===== config.mk =====
export PLATFORM = sky130hd
export DESIGN_NAME = fft_twiddle_sequencer_flat
export DESIGN_NICKNAME = d
export VERILOG_FILES = /design/src/rtl/fft_twiddle_sequencer_if.sv /design/src/rtl/fft_twiddle_sequencer.sv /design/src/flat_wrapper.sv
export SDC_FILE = /design/constraint.sdc
export NUM_CORES = 1
export LEC_CHECK = 0
export CAP_MARGIN = 10
export CORE_MARGIN = 8
export CORE_UTILIZATION = 53
export CTS_BUF_LIST = sky130_fd_sc_hd__clkbuf_8
export DETAILED_ROUTE_END_ITERATION = 8
export HOLD_SLACK_MARGIN = 0.02
export PLACE_DENSITY = 0.77
export SLEW_MARGIN = 30
export SYNTH_ARGS = -nofsm -noshare
export SYNTH_HDL_FRONTEND = slang
export SYNTH_SLANG_ARGS = --single-unit
export TNS_END_PERCENT = 10

===== constraint.sdc =====
create_clock -name clk -period 2.1 [get_ports clk]
set_clock_uncertainty 0.1 [all_clocks]
set_input_delay 0.42 -clock clk [delete_from_list [all_inputs] [get_ports clk]]
set_output_delay 0.42 -clock clk [all_outputs]
set_load 0.1 [all_outputs]

===== src/rtl/fft_twiddle_sequencer_if.sv =====
// Twiddle output stream: one word per handshake, tagged with stage and index.
interface fft_twiddle_sequencer_if #(
    parameter int ADDR_W = 5,
    parameter int DATA_W = 16
);
    logic [DATA_W-1:0] tw_data;
    logic [ADDR_W-3:0] tw_stage;
    logic [1:0]        tw_k;
    logic              tw_last;
    logic              tw_valid;
    logic              tw_ready;

    modport master (
        output tw_data,
        output tw_stage,
        output tw_k,
        output tw_last,
        output tw_valid,
        input  tw_ready
    );

    modport slave (
        input  tw_data,
        input  tw_stage,
        input  tw_k,
        input  tw_last,
        input  tw_valid,
        output tw_ready
    );
endinterface


===== src/rtl/fft_twiddle_sequencer.sv =====
// Walks a registered twiddle ROM stage by stage and streams each word, tagged
// with stage/index, through a small credit-managed output FIFO.
module fft_twiddle_sequencer #(
    parameter int ADDR_W     = 5,
    parameter int DATA_W     = 16,
    parameter int FIFO_DEPTH = 4
) (
    input  logic                    clk,
    input  logic                    rst,
    input  logic                    start,
    input  logic [3:0]              num_stages,
    output logic                    busy,
    output logic                    done,
    output logic [ADDR_W-1:0]       rom_addr,
    input  logic [DATA_W-1:0]       rom_data,
    fft_twiddle_sequencer_if.master tw
);
    localparam int STG_W      = ADDR_W - 2;
    localparam int S_W        = STG_W + 1;
    localparam int MAX_STAGES = 1 << STG_W;
    localparam int TAG_W      = STG_W + 3;
    localparam int ENT_W      = DATA_W + TAG_W;
    localparam int PTR_W      = (FIFO_DEPTH > 1) ? $clog2(FIFO_DEPTH) : 1;
    localparam int CNT_W      = $clog2(FIFO_DEPTH + 1);

    typedef enum logic [1:0] {
        IDLE,
        RUN,
        DRAIN
    } state_t;

    state_t            state_q, state_d;
    logic [S_W-1:0]    stages_q, stages_d;
    logic [ADDR_W-1:0] next_addr_q, next_addr_d;
    logic [ADDR_W-1:0] rom_addr_q, rom_addr_d;
    logic              done_q, done_d;

    logic              p0_valid_q, p0_valid_d;
    logic              p1_valid_q, p1_valid_d;
    logic [TAG_W-1:0]  p0_tag_q, p0_tag_d;
    logic [TAG_W-1:0]  p1_tag_q, p1_tag_d;

    logic [ENT_W-1:0]  mem_q [FIFO_DEPTH];
    logic [ENT_W-1:0]  mem_d [FIFO_DEPTH];
    logic [PTR_W-1:0]  wr_ptr_q, wr_ptr_d;
    logic [PTR_W-1:0]  rd_ptr_q, rd_ptr_d;
    logic [CNT_W-1:0]  count_q, count_d;

    logic [S_W-1:0]    stages_clamped;
    logic [ADDR_W-1:0] last_addr;
    logic [1:0]        inflight;
    logic [CNT_W:0]    occupancy;
    logic              credit_ok;
    logic              issue;
    logic              push;
    logic              pop;
    logic              fifo_valid;
    logic [ENT_W-1:0]  head;
    logic              head_last;
    logic [TAG_W-1:0]  issue_tag;

    function automatic logic [PTR_W-1:0] ptr_inc(input logic [PTR_W-1:0] ptr);
        return (ptr == PTR_W'(FIFO_DEPTH - 1)) ? '0 : ptr + PTR_W'(1);
    endfunction

    assign stages_clamped = (int'(num_stages) > MAX_STAGES) ? S_W'(MAX_STAGES) : S_W'(num_stages);
    assign last_addr      = {STG_W'(stages_q - S_W'(1)), 2'b11};

    // Credit counts reads still in the ROM pipeline so the FIFO can never overflow.
    assign inflight   = {1'b0, p0_valid_q} + {1'b0, p1_valid_q};
    assign occupancy  = {1'b0, count_q} + (CNT_W + 1)'(inflight);
    assign credit_ok  = occupancy < (CNT_W + 1)'(FIFO_DEPTH);

    assign fifo_valid = (count_q != '0);
    assign head       = mem_q[rd_ptr_q];
    assign head_last  = head[0];
    assign pop        = fifo_valid & tw.tw_ready;
    assign push       = p1_valid_q;

    always_comb begin
        state_d     = state_q;
        stages_d    = stages_q;
        next_addr_d = next_addr_q;
        rom_addr_d  = rom_addr_q;
        done_d      = 1'b0;
        issue       = 1'b0;

        case (state_q)
            IDLE: begin
                if (start) begin
                    if (num_stages != 4'd0) begin
                        stages_d = stages_clamped;
                        issue    = 1'b1;
                        state_d  = RUN;
                    end else begin
                        done_d = 1'b1;
                    end
                end
            end
            RUN: begin
                if (credit_ok) begin
                    issue = 1'b1;
                    if (next_addr_q == last_addr) begin
                        state_d = DRAIN;
                    end
                end
            end
            DRAIN: begin
                // The tagged last word leaving the FIFO is the true end of frame.
                if (pop && head_last) begin
                    state_d = IDLE;
                    done_d  = 1'b1;
                end
            end
            default: state_d = IDLE;
        endcase

        if (issue) begin
            rom_addr_d  = next_addr_q;
            next_addr_d = next_addr_q + ADDR_W'(1);
        end
        if ((state_d == IDLE) && (state_q != IDLE)) begin
            rom_addr_d  = '0;
            next_addr_d = '0;
        end
    end

    // Address zero issued from IDLE can never be the last word of a non-empty frame.
    always_comb begin
        issue_tag  = {next_addr_q, (state_q != IDLE) && (next_addr_q == last_addr)};
        p0_valid_d = issue;
        p0_tag_d   = issue ? issue_tag : p0_tag_q;
        p1_valid_d = p0_valid_q;
        p1_tag_d   = p0_tag_q;
    end

    always_comb begin
        mem_d = mem_q;
        if (push) begin
            mem_d[wr_ptr_q] = {rom_data, p1_tag_q};
        end
        wr_ptr_d = push ? ptr_inc(wr_ptr_q) : wr_ptr_q;
        rd_ptr_d = pop  ? ptr_inc(rd_ptr_q) : rd_ptr_q;
        case ({push, pop})
            2'b10:   count_d = count_q + CNT_W'(1);
            2'b01:   count_d = count_q - CNT_W'(1);
            default: count_d = count_q;
        endcase
    end

    always_ff @(posedge clk) begin
        if (rst) begin
            state_q     <= IDLE;
            stages_q    <= '0;
            next_addr_q <= '0;
            rom_addr_q  <= '0;
            done_q      <= 1'b0;
            p0_valid_q  <= 1'b0;
            p1_valid_q  <= 1'b0;
            p0_tag_q    <= '0;
            p1_tag_q    <= '0;
            mem_q       <= '{default: '0};
            wr_ptr_q    <= '0;
            rd_ptr_q    <= '0;
            count_q     <= '0;
        end else begin
            state_q     <= state_d;
            stages_q    <= stages_d;
            next_addr_q <= next_addr_d;
            rom_addr_q  <= rom_addr_d;
            done_q      <= done_d;
            p0_valid_q  <= p0_valid_d;
            p1_valid_q  <= p1_valid_d;
            p0_tag_q    <= p0_tag_d;
            p1_tag_q    <= p1_tag_d;
            mem_q       <= mem_d;
            wr_ptr_q    <= wr_ptr_d;
            rd_ptr_q    <= rd_ptr_d;
            count_q     <= count_d;
        end
    end

    // Outputs read as zero whenever nothing valid is at the FIFO head.
    assign busy        = (state_q != IDLE);
    assign done        = done_q;
    assign rom_addr    = rom_addr_q;
    assign tw.tw_valid = fifo_valid;
    assign tw.tw_data  = fifo_valid ? head[ENT_W-1:TAG_W] : '0;
    assign tw.tw_stage = fifo_valid ? head[TAG_W-1:3] : '0;
    assign tw.tw_k     = fifo_valid ? head[2:1] : '0;
    assign tw.tw_last  = fifo_valid & head_last;
endmodule


===== src/flat_wrapper.sv =====
// flat-port wrapper written by rule: the top's interface ports become plain ports
module fft_twiddle_sequencer_flat 
#(
    parameter int ADDR_W     = 5,
    parameter int DATA_W     = 16,
    parameter int FIFO_DEPTH = 4
)
  (clk, rst, start, num_stages, busy, done, rom_addr, rom_data, tw_tw_data, tw_tw_stage, tw_tw_k, tw_tw_last, tw_tw_valid, tw_tw_ready);
  fft_twiddle_sequencer_if #(.ADDR_W(ADDR_W), .DATA_W(DATA_W)) tw_i ();
  input  logic clk;
  input  logic rst;
  input  logic start;
  input  logic [3:0] num_stages;
  output logic busy;
  output logic done;
  output logic [ADDR_W-1:0] rom_addr;
  input  logic [DATA_W-1:0] rom_data;
  output wire logic [$bits(tw_i.tw_data)-1:0] tw_tw_data;
  output wire logic [$bits(tw_i.tw_stage)-1:0] tw_tw_stage;
  output wire logic [$bits(tw_i.tw_k)-1:0] tw_tw_k;
  output wire logic [$bits(tw_i.tw_last)-1:0] tw_tw_last;
  output wire logic [$bits(tw_i.tw_valid)-1:0] tw_tw_valid;
  input wire logic [$bits(tw_i.tw_ready)-1:0] tw_tw_ready;
  assign tw_tw_data = tw_i.tw_data;
  assign tw_tw_stage = tw_i.tw_stage;
  assign tw_tw_k = tw_i.tw_k;
  assign tw_tw_last = tw_i.tw_last;
  assign tw_tw_valid = tw_i.tw_valid;
  assign tw_i.tw_ready = tw_tw_ready;
  fft_twiddle_sequencer #(.ADDR_W(ADDR_W), .DATA_W(DATA_W), .FIFO_DEPTH(FIFO_DEPTH)) u_core (.clk(clk), .rst(rst), .start(start), .num_stages(num_stages), .busy(busy), .done(done), .rom_addr(rom_addr), .rom_data(rom_data), .tw(tw_i));
endmodule

Word level (Yosys, flattened, before mapping)
Index checks and enable logic that the tools add are counted.

$add $sub $neg: 8. Magnitude comparators: 5. Equality and inequality tests: 7. Mux-type cells: 27. Bitwise logic cells: 4. Reduce and logical (&&, ||, !) cells: 12.

Operators with widths (number): 88-bit bitwise mux (1); 22-bit two-way mux (3); 22-bit binary-select mux with 2-bit select (1); 22-bit demux with 2-bit select (1); 16-bit two-way mux (1); 2-bit two-way mux (8); 2-bit equality test, second input constant (4); 3-bit greater-or-equal comparator, second input constant (2); 1-bit two-way mux (6); 3-bit two-way mux (2); 2-bit NOT with 3-bit output (2); 2-bit case mux with 3 select lines (1); 3-bit case mux with 2 select lines (1); 3-bit by 1-bit subtractor with 3-bit output, second input constant (2); 5-bit by 1-bit adder with 5-bit output, second input constant (1); 5-bit equality test (1); 2-bit by 1-bit adder with 2-bit output, second input constant (2); 3-bit by 2-bit adder with 4-bit output (1); 2-bit by 1-bit equality test with 1-bit output, second input constant (2); 4-bit greater-than comparator, second input constant (1); 1-bit logical AND (4); 2-bit logical NOT (2); 4-bit by 3-bit < comparator with 1-bit output, second input constant (1); 1-bit case mux with 2 select lines (2); other kinds (9) (11).

Register bits: 125. Input port bits: 24. Output and inout port bits: 30.

Depth between registers and ports, before layout
Depth after elaboration: 10. Mapped depth: 10.

Least setup slack after synthesis
No wires, ideal clock.

Path type: flip-flop to output port. Start: register u_core.count_q[2]. End: output port tw_tw_data[10]. Arrival time: 2554 ps. Path slack: -974 ps. Cell stages (with the launch flop): 5. Buffers on the path: 2. Cell sequence: dfxtp_1 -> or3_1 -> buf_2 -> clkbuf_1 -> and2_1.

Word-level cells in the longest chain between the ends: 2.

RTL lines: start, declared (RTL line fft_twiddle_sequencer.sv:47) `logic [CNT_W-1:0] count_q, count_d;`; start signal, assigned (RTL line fft_twiddle_sequencer.sv:179) `count_q <= count_d;`; 3-bit nonzero test (RTL line fft_twiddle_sequencer.sv:74) `assign fifo_valid = (count_q != '0);`; net tw_tw_valid (RTL line flat_wrapper.sv:22) `output wire logic [$bits(tw_i.tw_valid)-1:0] tw_tw_valid;`; 16-bit two-way mux (RTL line fft_twiddle_sequencer.sv:188) `assign tw.tw_data = fifo_valid ? head[ENT_W-1:TAG_W] : '0;`; end, declared (RTL line flat_wrapper.sv:18) `output wire logic [$bits(tw_i.tw_data)-1:0] tw_tw_data;`.

The timed path passes the listed nets, and every way through them passes these cells.

Worst setup path after layout
Start: register u_core.rd_ptr_q[0]. End: output port tw_tw_stage[2].

Word-level cells in the longest chain between the ends: 5.

RTL lines: start, declared (RTL line fft_twiddle_sequencer.sv:46) `logic [PTR_W-1:0] rd_ptr_q, rd_ptr_d;`; start signal, assigned (RTL line fft_twiddle_sequencer.sv:178) `rd_ptr_q <= rd_ptr_d;`; 2-bit NOT with 3-bit output (implied by the code) (RTL line fft_twiddle_sequencer.sv:75) `assign head = mem_q[rd_ptr_q];`; 22-bit binary-select mux with 2-bit select (RTL line fft_twiddle_sequencer.sv:75); 22-bit two-way mux (implied by the code) (2 in series) (RTL line fft_twiddle_sequencer.sv:75); 3-bit two-way mux (RTL line fft_twiddle_sequencer.sv:189) `assign tw.tw_stage = fifo_valid ? head[TAG_W-1:3] : '0;`; end, declared (RTL line flat_wrapper.sv:19) `output wire logic [$bits(tw_i.tw_stage)-1:0] tw_tw_stage;`.

No other way between the ends. The select of a mux whose other input is x is not followed.

==> impl_metrics.py <==
metrics = {
    "timing": {
        "setup_ws_ps": -300.2,
        "final-setup-viol-count": 22,
        "finalMaxSlewViolations": 0,
        "max_freq_mhz": 416.6,
        "finalCriticalPeriod_ps": 2400,
        "worstMarginPinSlew_ps": 478.6,
        "fin_crit_sh_pct": 114.3,
        "fin_hold_ws_ps": 218.8,
        "setup_tns_ps": -5980,
        "rsz0062_at_grt": "true",
        "finalHoldViolCount": 0,
        "max-slew-margin-rel_pct": 67.98,
    },
    "die": {
        "core_region_area_um2": 9819,
        "rows": 36,
        "initial_core_util_pct": 54.65,
        "dieHeight_um": 116.6,
        "dieArea_um2": 13600,
        "die_w_um": 116.6,
        "ioPinCount": 54,
    },
    "synth": {
        "ys_ff_latch": 125,
        "synth_flop_cell": "dfxtp_1",
        "synth_nets": 653,
        "synth_cells": 619,
        "syn_avg_cell_area_um2": 8.669,
        "syn_area_um2": 5366,
        "ys_async_sr_fraction_pct": 0,
        "yosysSeqAreaShare_pct": 46.63,
        "ys_warn_count": 0,
        "ys_types": 41,
        "synth_edf_count": 0,
    },
    "route": {
        "first_iter_violations": 372,
        "drtPass1Iterations": 5,
        "drt-total-wl_mm": 13.71,
        "drtAntennaViolNets": 0,
        "routedWlPerCell_um": 16.45,
        "num_vias": 4703,
        "viasPerCell": 5.646,
        "drc": 0,
    },
    "grt": {
        "grt_max_degree": 71,
        "grt_util_met1_pct": 22.57,
        "grt_pass1_wl_mm": 22.37,
        "grt_usage_pct": 21.10,
        "top_usage_layer": "met2",
        "gr-total-overflow": 0,
        "use_met3_pct": 6.153,
        "grt_pass1_vias": 4780,
        "antenna_found_initial": 0,
        "use_met2_pct": 38.64,
    },
    "clock_tree": {
        "cts.sinks": 125,
        "clock-root-buffer": "clkbuf_8",
        "clk_pin_slew_worst_paths_ps": 70,
        "cts_tree": "built",
        "htree_levels": 4,
        "numCtsBuffers": 17,
        "cts_buffer_depth": 2,
        "hold_buffers": 0,
        "clk_latency_ps": 430,
    },
    "worst_setup_path": {
        "crit_chain": "buf_12, mux4_2, and2_4, buf_12",
        "path_max_fanout": 7,
        "critPathTopFamily": "multiplexers",
        "cpMostUsedCell": "buf_12",
        "criticalPathCategory": "reg2out",
        "cp_slowest_cell": "mux4_2",
        "slowest_delay_ps": 520,
        "worstPathRequired_ps": 1580,
        "cp_num_buf_inv": 2,
        "cp-end-kind": "output port",
        "arrival_ps": 1880,
        "start_kind": "flop",
    },
    "placed_design": {
        "dp_cells": 800,
        "port_buffers": 53,
        "gp_congestion": 0.8300,
        "dp_hpwl_mm": 9.064,
    },
    "run_status": {
        "violations": "negative setup slack",
        "outcome": "finished, violations left",
    },
    "layout": {
        "stdcell_count": 833,
        "antenna_cells": 0,
        "layout-drive-gt1-share_pct": 21.86,
        "nFillCells": 758,
        "syn2layout_area_growth_pct": 28.89,
        "nets": 722,
    },
    "power_and_ir_drop": {
        "combinationalPowerShare_pct": 26.3,
        "ir_drop_mv": 0.6779,
        "power_density_nw_per_um2": 896.9,
        "p_seq_share_pct": 41.4,
        "p_leak_nw": 2.433,
        "p_clk_share_pct": 32.2,
        "p_sw_mw": 2.002,
        "swShare_pct": 32.28,
        "p_int_mw": 4.201,
    },
    "hold_path": {
        "hold_class": "in2reg",
    },
    "flow_run": {
        "drv_cap": 0,
    },
}
[layout make-up]
cell class	count	area, µm²	share of cell area [%]
sequential	125	2507	36.25
clock inverter	13	126.4	1.827
timing repair buffer	93	1126	16.28
tap	133	166.4	2.406
multi-input combinational	439	2698	39.00
clock buffer	18	247.7	3.582
inverter	12	45.04	0.6512
[cell usage in the layout, fill, tap and decap left out, types with 4 or more instances in the layout]
| master | Yosys | layout |
|---|---|---|
| a21o_1 | 5 | 5 |
| a21oi_1 | 106 | 106 |
| and2_0 | 4 | 4 |
| and2_4 | 0 | 22 |
| buf_12 | 0 | 27 |
| buf_4 | 1 | 40 |
| clkbuf_8 | 0 | 18 |
| clkdlybuf4s50_1 | 0 | 22 |
| clkinv_2 | 0 | 6 |
| dfxtp_1 | 125 | 123 |
| ha_1 | 9 | 9 |
| inv_1 | 12 | 13 |
| mux4_2 | 22 | 22 |
| nand2_1 | 184 | 184 |
| nand3_1 | 13 | 13 |
| nor2_1 | 13 | 13 |
| nor2b_1 | 8 | 8 |
| o21ai_0 | 7 | 7 |
| o2bb2ai_1 | 6 | 6 |
| or3_1 | 6 | 5 |
[registers in the layout, indices dropped and copies added (netlist names)]
register,cells
u_core.state_q,2
u_core.done,1
u_core.wr_ptr_q,2
u_core.p1_valid_q,1
u_core.mem_q,88
u_core.rom_addr,5
u_core.next_addr_q,5
u_core.p1_tag_q,6
u_core.rd_ptr_q,2
u_core.p0_valid_q,1
u_core.p0_tag_q,6
u_core.count_q,3
u_core.stages_q,3
[power groups by stage]
| stage | Clock [mW] | Sequential [mW] | Combinational, mW |
|---|---|---|---|
| detailed placement | 0 | 2.60 | 1.52 |
| global route | 2.15 | 2.58 | 1.74 |
| floorplan | 0 | 2.65 | 0.925 |
| global placement | 0 | 2.59 | 1.48 |
| CTS | 2.01 | 2.56 | 1.61 |
| finish | 2.00 | 2.57 | 1.63 |
[per-stage QoR]
step	setup WS, ps	power (mW)	area, µm²	util [%]
finish	-300.2	6.203	6917	70.44
global route	-353.7	6.470	6917	70.44
CTS	-312.0	6.192	6908	70.35
detailed placement	-356.6	4.116	6462	65.81
global placement	-320.1	4.068	6462	65.81
floorplan	-120.8	3.577	5405	-
[synthesized netlist by cell type, types with 2 or more instances]
| library cell | n | share of area, % |
|---|---|---|
| a21oi_1 | 106 | 9.9 |
| nand3_1 | 13 | 1.2 |
| nor2_1 | 13 | 0.91 |
| nand2_1 | 184 | 13 |
| mux4_2 | 22 | 9.2 |
| clkbuf_1 | 32 | 2.2 |
| and2_0 | 4 | 0.47 |
| nor2b_1 | 8 | 0.93 |
| o21ai_0 | 7 | 0.65 |
| a21oi_2 | 2 | 0.33 |
| ha_1 | 9 | 2.1 |
| nand4b_1 | 2 | 0.33 |
| xnor2_1 | 3 | 0.49 |
| and2_1 | 22 | 2.6 |
| buf_2 | 7 | 0.65 |
| a21o_1 | 5 | 0.70 |
| xor2_1 | 3 | 0.49 |
| nand4_1 | 3 | 0.35 |
| a22oi_1 | 3 | 0.42 |
| buf_1 | 2 | 0.14 |
| o2bb2ai_1 | 6 | 0.98 |
| a2111o_1 | 2 | 0.42 |
| dfxtp_1 | 125 | 47 |
| nor3_1 | 3 | 0.28 |
| inv_1 | 12 | 0.84 |
| or3_1 | 6 | 0.70 |
[timing repair]
| item | CTS | global route |
|---|---|---|
| gates resized for setup | 20 | 2 |
| cloned | 1 | 0 |
| setup endpoints to repair | 24 | 25 |
| setup buffers | 1 | 0 |
| pin swaps | 0 | 0 |
[metal layers]
| metal | vias to the layer above | part of all wire [%] | routed length (µm) |
|---|---|---|---|
| li1 | 2239 | - | - |
| met1 | 2264 | 38 | 5246 |
| met2 | 176 | 53 | 7307 |
| met3 | 24 | 6.9 | 947 |
| met4 | 0 | 1.5 | 205 |
| met5 | - | 0 | 0 |
[worst register-to-register path, cell delays in order, from the launching register on]
cell,delay [ps]
dfxtp_2,370
or3_4,140
nand2_1,60
inv_1,60
ha_1,160
inv_1,60
fa_1,430
xor2_1,150
or3_1,300
a21oi_1,140
[kinds of logic after synthesis]
kind of cell	count (synthesis)	share of synthesized area, %
buf+inv	55	4.220
xor+xnor	6	0.9794
mux	24	9.629
flops	125	46.63
compound gates	137	14.97
simple gates	262	21.10
fa+ha+maj	10	2.471
[final timing paths]
| kind | start | to | slack (ps) | depth (start not counted) |
|---|---|---|---|---|
| max reg2reg | u_core.count_q[0] | u_core.count_q[2] | 50 | 9 |
| min reg2reg | u_core.mem_q[50] | u_core.mem_q[50] | 350 | 2 |
| max | u_core.rd_ptr_q[0] | tw_tw_stage[2] | -300 | 4 |
| min | rst | u_core.p0_valid_q | 220 | 2 |
Note: power is estimated with default switching activity, not from simulation.
